<file path="config.mk">
export PLATFORM = sky130hd
export DESIGN_NAME = id_exe_ctrl
export DESIGN_NICKNAME = d
export VERILOG_FILES = /design/src/rtl/id_exe_ctrl.sv
export SDC_FILE = /design/constraint.sdc
export NUM_CORES = 1
export LEC_CHECK = 0
export CORE_MARGIN = 2
export CORE_UTILIZATION = 40
export DETAILED_ROUTE_END_ITERATION = 16
export HOLD_SLACK_MARGIN = 0.02
export PLACE_DENSITY = 0.79
export SLEW_MARGIN = 40
export SYNTH_ARGS = -nofsm -noshare
export SYNTH_HDL_FRONTEND = slang
export SYNTH_SLANG_ARGS = --single-unit
</file>
<file path="constraint.sdc">
create_clock -name clk -period 0.85 [get_ports clk]
set_input_delay 0.17 -clock clk [delete_from_list [all_inputs] [get_ports clk]]
set_output_delay 0.17 -clock clk [all_outputs]
set_load 0.005 [all_outputs]
</file>
<file path="src/rtl/id_exe_ctrl.sv">
// ============================================================================
// id_exe_ctrl
// ----------------------------------------------------------------------------
// Instruction decode control generator and ID/EXE pipeline register for the
// RV32I core. It decodes the ID-stage instruction into an ALU-operation class,
// the funct3/funct7 fields and the datapath control bits. These are registered
// into EXE under flush/stall control. An optional load-use hazard detector
// inserts a one-cycle bubble and asks IF/ID to hold.
//
// Configuration macro:
//   HAZARD_DETECT_EN  defined   -> load-use detection and bubble insertion
//                     undefined -> id_stall_req tied 0, no hazard bubbles
//
// Ports:
//   clk            in   core clock, rising edge
//   rst_n          in   asynchronous active-low reset
//   id_inst[31:0]  in   ID-stage instruction
//   id_valid       in   id_inst holds a real instruction
//   stall          in   external freeze; EXE registers hold
//   flush          in   redirect; next EXE entry is a bubble
//   id_stall_req   out  load-use hazard, IF/ID hold (combinational)
//   exe_valid      out  EXE holds a real instruction
//   exe_alu_op     out  000 R, 001 I-ALU, 010 add, 011 jal/jalr, 100 branch,
//                       110 lui (also reported for an illegal opcode)
//   exe_funct3     out  inst[14:12]
//   exe_funct7     out  inst[31:25] for R-type and I-type shifts, else 0
//   exe_rd/rs1/rs2 out  register specifiers
//   exe_reg_write, exe_mem_read, exe_mem_write, exe_branch, exe_jump,
//   exe_pc_src_a, exe_imm_src_b  out  datapath controls
//   exe_illegal    out  unrecognised opcode captured
// ============================================================================
module id_exe_ctrl (
    input  logic        clk,
    input  logic        rst_n,
    input  logic [31:0] id_inst,
    input  logic        id_valid,
    input  logic        stall,
    input  logic        flush,
    output logic        id_stall_req,
    output logic        exe_valid,
    output logic [2:0]  exe_alu_op,
    output logic [2:0]  exe_funct3,
    output logic [6:0]  exe_funct7,
    output logic [4:0]  exe_rd,
    output logic [4:0]  exe_rs1,
    output logic [4:0]  exe_rs2,
    output logic        exe_reg_write,
    output logic        exe_mem_read,
    output logic        exe_mem_write,
    output logic        exe_branch,
    output logic        exe_jump,
    output logic        exe_pc_src_a,
    output logic        exe_imm_src_b,
    output logic        exe_illegal
);

    localparam logic [6:0] OP_R      = 7'b0110011;
    localparam logic [6:0] OP_I      = 7'b0010011;
    localparam logic [6:0] OP_LOAD   = 7'b0000011;
    localparam logic [6:0] OP_STORE  = 7'b0100011;
    localparam logic [6:0] OP_BRANCH = 7'b1100011;
    localparam logic [6:0] OP_JAL    = 7'b1101111;
    localparam logic [6:0] OP_JALR   = 7'b1100111;
    localparam logic [6:0] OP_LUI    = 7'b0110111;
    localparam logic [6:0] OP_AUIPC  = 7'b0010111;

    localparam logic [2:0] ALU_R      = 3'b000;
    localparam logic [2:0] ALU_I      = 3'b001;
    localparam logic [2:0] ALU_ADD    = 3'b010;
    localparam logic [2:0] ALU_JUMP   = 3'b011;
    localparam logic [2:0] ALU_BRANCH = 3'b100;
    localparam logic [2:0] ALU_LUI    = 3'b110;

    typedef struct packed {
        logic       valid;
        logic [2:0] alu_op;
        logic [2:0] funct3;
        logic [6:0] funct7;
        logic [4:0] rd;
        logic [4:0] rs1;
        logic [4:0] rs2;
        logic       reg_write;
        logic       mem_read;
        logic       mem_write;
        logic       branch;
        logic       jump;
        logic       pc_src_a;
        logic       imm_src_b;
        logic       illegal;
    } ctrl_t;

    ctrl_t dec;      // decoded ID instruction
    ctrl_t exe_q;    // EXE-stage register
    ctrl_t exe_d;
    logic  use_rs1;
    logic  use_rs2;
    logic  load_use;

    // ------------------------------------------------------------------
    // Decode of the ID-stage instruction
    // ------------------------------------------------------------------
    // NOTE: every output of this block gets a default first, so no path
    // leaves a signal unassigned and no latch is inferred.
    always_comb begin
        dec        = '0;
        use_rs1    = 1'b0;
        use_rs2    = 1'b0;
        dec.valid  = 1'b1;
        dec.funct3 = id_inst[14:12];
        dec.rd     = id_inst[11:7];
        dec.rs1    = id_inst[19:15];
        dec.rs2    = id_inst[24:20];
        unique case (id_inst[6:0])
            OP_R: begin
                dec.alu_op    = ALU_R;
                dec.funct7    = id_inst[31:25];
                dec.reg_write = 1'b1;
                use_rs1       = 1'b1;
                use_rs2       = 1'b1;
            end
            OP_I: begin
                dec.alu_op    = ALU_I;
                // Only the shift-immediates carry a meaningful funct7.
                if (id_inst[13:12] == 2'b01)
                    dec.funct7 = id_inst[31:25];
                dec.reg_write = 1'b1;
                dec.imm_src_b = 1'b1;
                use_rs1       = 1'b1;
            end
            OP_LOAD: begin
                dec.alu_op    = ALU_ADD;
                dec.mem_read  = 1'b1;
                dec.reg_write = 1'b1;
                dec.imm_src_b = 1'b1;
                use_rs1       = 1'b1;
            end
            OP_STORE: begin
                dec.alu_op    = ALU_ADD;
                dec.mem_write = 1'b1;
                dec.imm_src_b = 1'b1;
                use_rs1       = 1'b1;
                use_rs2       = 1'b1;
            end
            OP_BRANCH: begin
                dec.alu_op = ALU_BRANCH;
                dec.branch = 1'b1;
                use_rs1    = 1'b1;
                use_rs2    = 1'b1;
            end
            OP_JAL: begin
                dec.alu_op    = ALU_JUMP;
                dec.jump      = 1'b1;
                dec.reg_write = 1'b1;
                dec.pc_src_a  = 1'b1;
            end
            OP_JALR: begin
                dec.alu_op    = ALU_JUMP;
                dec.jump      = 1'b1;
                dec.reg_write = 1'b1;
                use_rs1       = 1'b1;
            end
            OP_LUI: begin
                dec.alu_op    = ALU_LUI;
                dec.reg_write = 1'b1;
                dec.imm_src_b = 1'b1;
            end
            OP_AUIPC: begin
                dec.alu_op    = ALU_ADD;
                dec.reg_write = 1'b1;
                dec.pc_src_a  = 1'b1;
                dec.imm_src_b = 1'b1;
            end
            default: begin
                // Captured as an invalid entry so the trap logic can see it.
                dec.valid   = 1'b0;
                dec.alu_op  = ALU_LUI;
                dec.illegal = 1'b1;
            end
        endcase
    end

    // ------------------------------------------------------------------
    // Load-use hazard: a load in EXE writes a register the ID instruction
    // reads. Writes to x0 never create a dependency.
    // ------------------------------------------------------------------
`ifdef HAZARD_DETECT_EN
    assign load_use = exe_q.valid && exe_q.mem_read && (exe_q.rd != 5'd0) && id_valid &&
                      ((use_rs1 && (dec.rs1 == exe_q.rd)) ||
                       (use_rs2 && (dec.rs2 == exe_q.rd)));
`else
    logic unused_rs_use;
    assign unused_rs_use = &{1'b0, use_rs1, use_rs2};
    assign load_use      = 1'b0;
`endif

    // A frozen or redirected pipeline never needs IF/ID held for a hazard.
    assign id_stall_req = load_use && !stall && !flush;

    // ------------------------------------------------------------------
    // Next EXE entry: flush > stall > hazard > load
    // ------------------------------------------------------------------
    always_comb begin
        exe_d = exe_q;
        if (flush)
            exe_d = '0;
        else if (stall)
            exe_d = exe_q;
        else if (load_use || !id_valid)
            exe_d = '0;
        else
            exe_d = dec;
    end

    // NOTE: state registers use non-blocking assignments and clear on the
    // asynchronous reset, so no stale hazard survives a reset mid-stall.
    always_ff @(posedge clk or negedge rst_n) begin
        if (!rst_n)
            exe_q <= '0;
        else
            exe_q <= exe_d;
    end

    assign exe_valid     = exe_q.valid;
    assign exe_alu_op    = exe_q.alu_op;
    assign exe_funct3    = exe_q.funct3;
    assign exe_funct7    = exe_q.funct7;
    assign exe_rd        = exe_q.rd;
    assign exe_rs1       = exe_q.rs1;
    assign exe_rs2       = exe_q.rs2;
    assign exe_reg_write = exe_q.reg_write;
    assign exe_mem_read  = exe_q.mem_read;
    assign exe_mem_write = exe_q.mem_write;
    assign exe_branch    = exe_q.branch;
    assign exe_jump      = exe_q.jump;
    assign exe_pc_src_a  = exe_q.pc_src_a;
    assign exe_imm_src_b = exe_q.imm_src_b;
    assign exe_illegal   = exe_q.illegal;

endmodule

</file>
==> metrics.cfg <==
[timing]
setup-violations-final=71
setup_ws_ns=-0.561
clock-skew-final_ns=0
slew_violations=0
fin_crit_sh_pct=166
fin_tns_setup_ns=-11.17
finalWorstPathRequiredPeriod_ns=1.41
hold_viol=0
grt_setup_unrepaired=yes
fmax_mhz=709

[synthesis]
ys.flop_type=dfrtp_1
netlist_area_um2=1510
synth_seq_area_share_pct=61.2
synthTopCellsByArea=dfrtp_1, a22o_1, nand2_1
synthArstFlopShare_pct=100
synthTopCellsByCount=dfrtp_1, a22o_1, nand2_1
ys_seq_elements=37
synth_nets=162
synth.distinct_cells=28
netlist.area_leader.share_pct=61.2
ys_warn_count=0
yosysTopAreaCell=dfrtp_1
synth_most_common_cell=dfrtp_1
synthCells=125
synth_edf_count=0
syn_area_per_cell_um2=12.1

[global_routing]
grt_util_all_layers_pct=23.6
grt_pass1_wl_mm=7.63
grt_max_degree=38
grt_pass1_vias=1602
met2_usage_pct=42.9
grt-busiest-layer=met2
met3_usage_pct=4.45
met1_usage_pct=27.3
overflow=0
antenna_found_initial=0

[final_layout]
syn_to_final_growth_pct=87.0
fin_util_pct=77.3
nFillCells=221
n_antenna_cell=0
drive_above_1_share_pct=53.8
nNetsFinal=287
fin_cells=299

[critical_path]
endpoint_kind=register
arrival_ns=1.63
startpoint_type=primary input
crit_fanout=7
worstPathRequired_ns=1.07
crit_type=in2reg

[clock_network]
htreeDepth=2
cts_buffers=5
clk_pin_slew_worst_paths_ns=0.08
cts_root_buffer=clkbuf_8
clock_path_buffers=2
cts_tree=done
clock_latency_ns=0.28
cts_num_sinks=37

[detailed_routing]
ant_nets=0
drc=0
drtIter0Drc=44
drt_wl_total_mm=5.19
wl_per_cell_um=17.4
vias=1559
drtPass1Iterations=4
via_per_inst=5.21

[power]
power_uw=3700
pwr_density_cell_nw_per_um2=1310
leakagePower_uw=0.00150
vdd_ir_drop_max_v=0.000789

[die]
coreArea_um2=3660
die_h_um=65.5
pin_count=75
num_rows=22
die_w_um=65.5
dieArea_um2=4290
start_util_pct=41.4

[outcome]
violations=setup timing
status=finished, violations left

[place]
hpwl_mm=3.02
place_inst=266
io_buffers=73
gp_congestion=0.868

[job]
cap_violations=0

[hold_path]
hp-class=in2reg

[critical path: stages]
cell and delay (ns):
buf_6 0.09, or3b_4 0.39, or3_4 0.40, nor4b_4 0.25, buf_4 0.19, a22o_1 0.14
[through the flow]
stage	setup WS [ns]	area, µm²	hold slack [ns]
after CTS	-0.589	2630	0.204
final	-0.561	2830	0.193
after global placement	-1.13	2560	0.142
after detailed placement	-1.17	2560	0.148
after floorplan	-0.677	1620	-0.126
after global routing	-0.601	2830	0.223
[kinds of logic after synthesis]
family                 Yosys count  synth area share (%)
buffers and inverters           12                  3.47
other                            1                 0.248
flip-flops                      37                  61.2
AO/OA/AOI/OAI                   43                  22.1
AND/OR/NAND/NOR                 32                  13.0
[flip-flops by register name (all words and copies together) (netlist names), 3 cells and up]
register    count
exe_rs2         5
exe_rs1         5
exe_funct7      7
exe_alu_op      3
exe_rd          5
exe_funct3      3
[power by group]
group	switching (µW)	leakage, µW	total [µW]	internal (µW)
Clock	618	0.0000439	1180	565
Combinational	283	0.000950	693	410
Sequential	24.2	0.000509	1830	1800
Total	925	0.00150	3700	2780
[cell type report]
class / instances / area, µm² / share of cell area (%)
timing repair buffer: 128 / 1070 / 37.9
sequential: 37 / 926 / 32.7
multi-input combinational: 76 / 678 / 24.0
clock buffer: 5 / 68.8 / 2.43
tap: 48 / 60.1 / 2.12
clock inverter: 3 / 17.5 / 0.619
inverter: 2 / 7.51 / 0.265
[repair_timing]
action	CTS	global route
pin swaps	19	20
resized for setup	203	28
hold endpoints to repair	37	0
gates cloned	0	4
setup buffers	17	13
setup endpoints to repair	74	74
hold buffers	1	0
[path summary, 6_finish.rpt]
path	start	end	slack (ns)	depth (start not counted)
worst max-delay path	flush	exe_funct7[3]$_DFFE_PN0P_	-0.56	6
worst min-delay path	id_inst[3]	exe_pc_src_a$_DFFE_PN0P_	0.19	4
worst min register to register	exe_reg_write$_DFFE_PN0P_	exe_reg_write$_DFFE_PN0P_	0.49	2
max in group asynchronous	rst_n	exe_rd[0]$_DFFE_PN0P_	0.30	3
worst max register to register	exe_alu_op[1]$_DFFE_PN0P_	exe_alu_op[1]$_DFFE_PN0P_	-0.12	3
min in group asynchronous	rst_n	exe_reg_write$_DFFE_PN0P_	0.36	3
[metal layers]
| layer | share of wire (%) | vias up |
|---|---|---|
| li1 | - | 712 |
| met1 | 40 | 762 |
| met2 | 51 | 69 |
| met3 | 6.1 | 16 |
| met4 | 2.6 | 0 |
| met5 | 0 | - |
[cells in the final DEF, fill, tap and decap left out, drive strengths merged, types with 2 or more instances in the layout]
master and n:
a21oi 4, nor4b 2, nand2b 2, a32o 2, nand2 12, o21ai 7
clkbuf 7, dfrtp 37, a22o 25, buf 100, nor2 2, nand3b 2
clkinv 2, or3b 2, nand3 3, nor3 3, clkdlybuf4s50 25, inv 2
(Power assumes the default switching activity.)
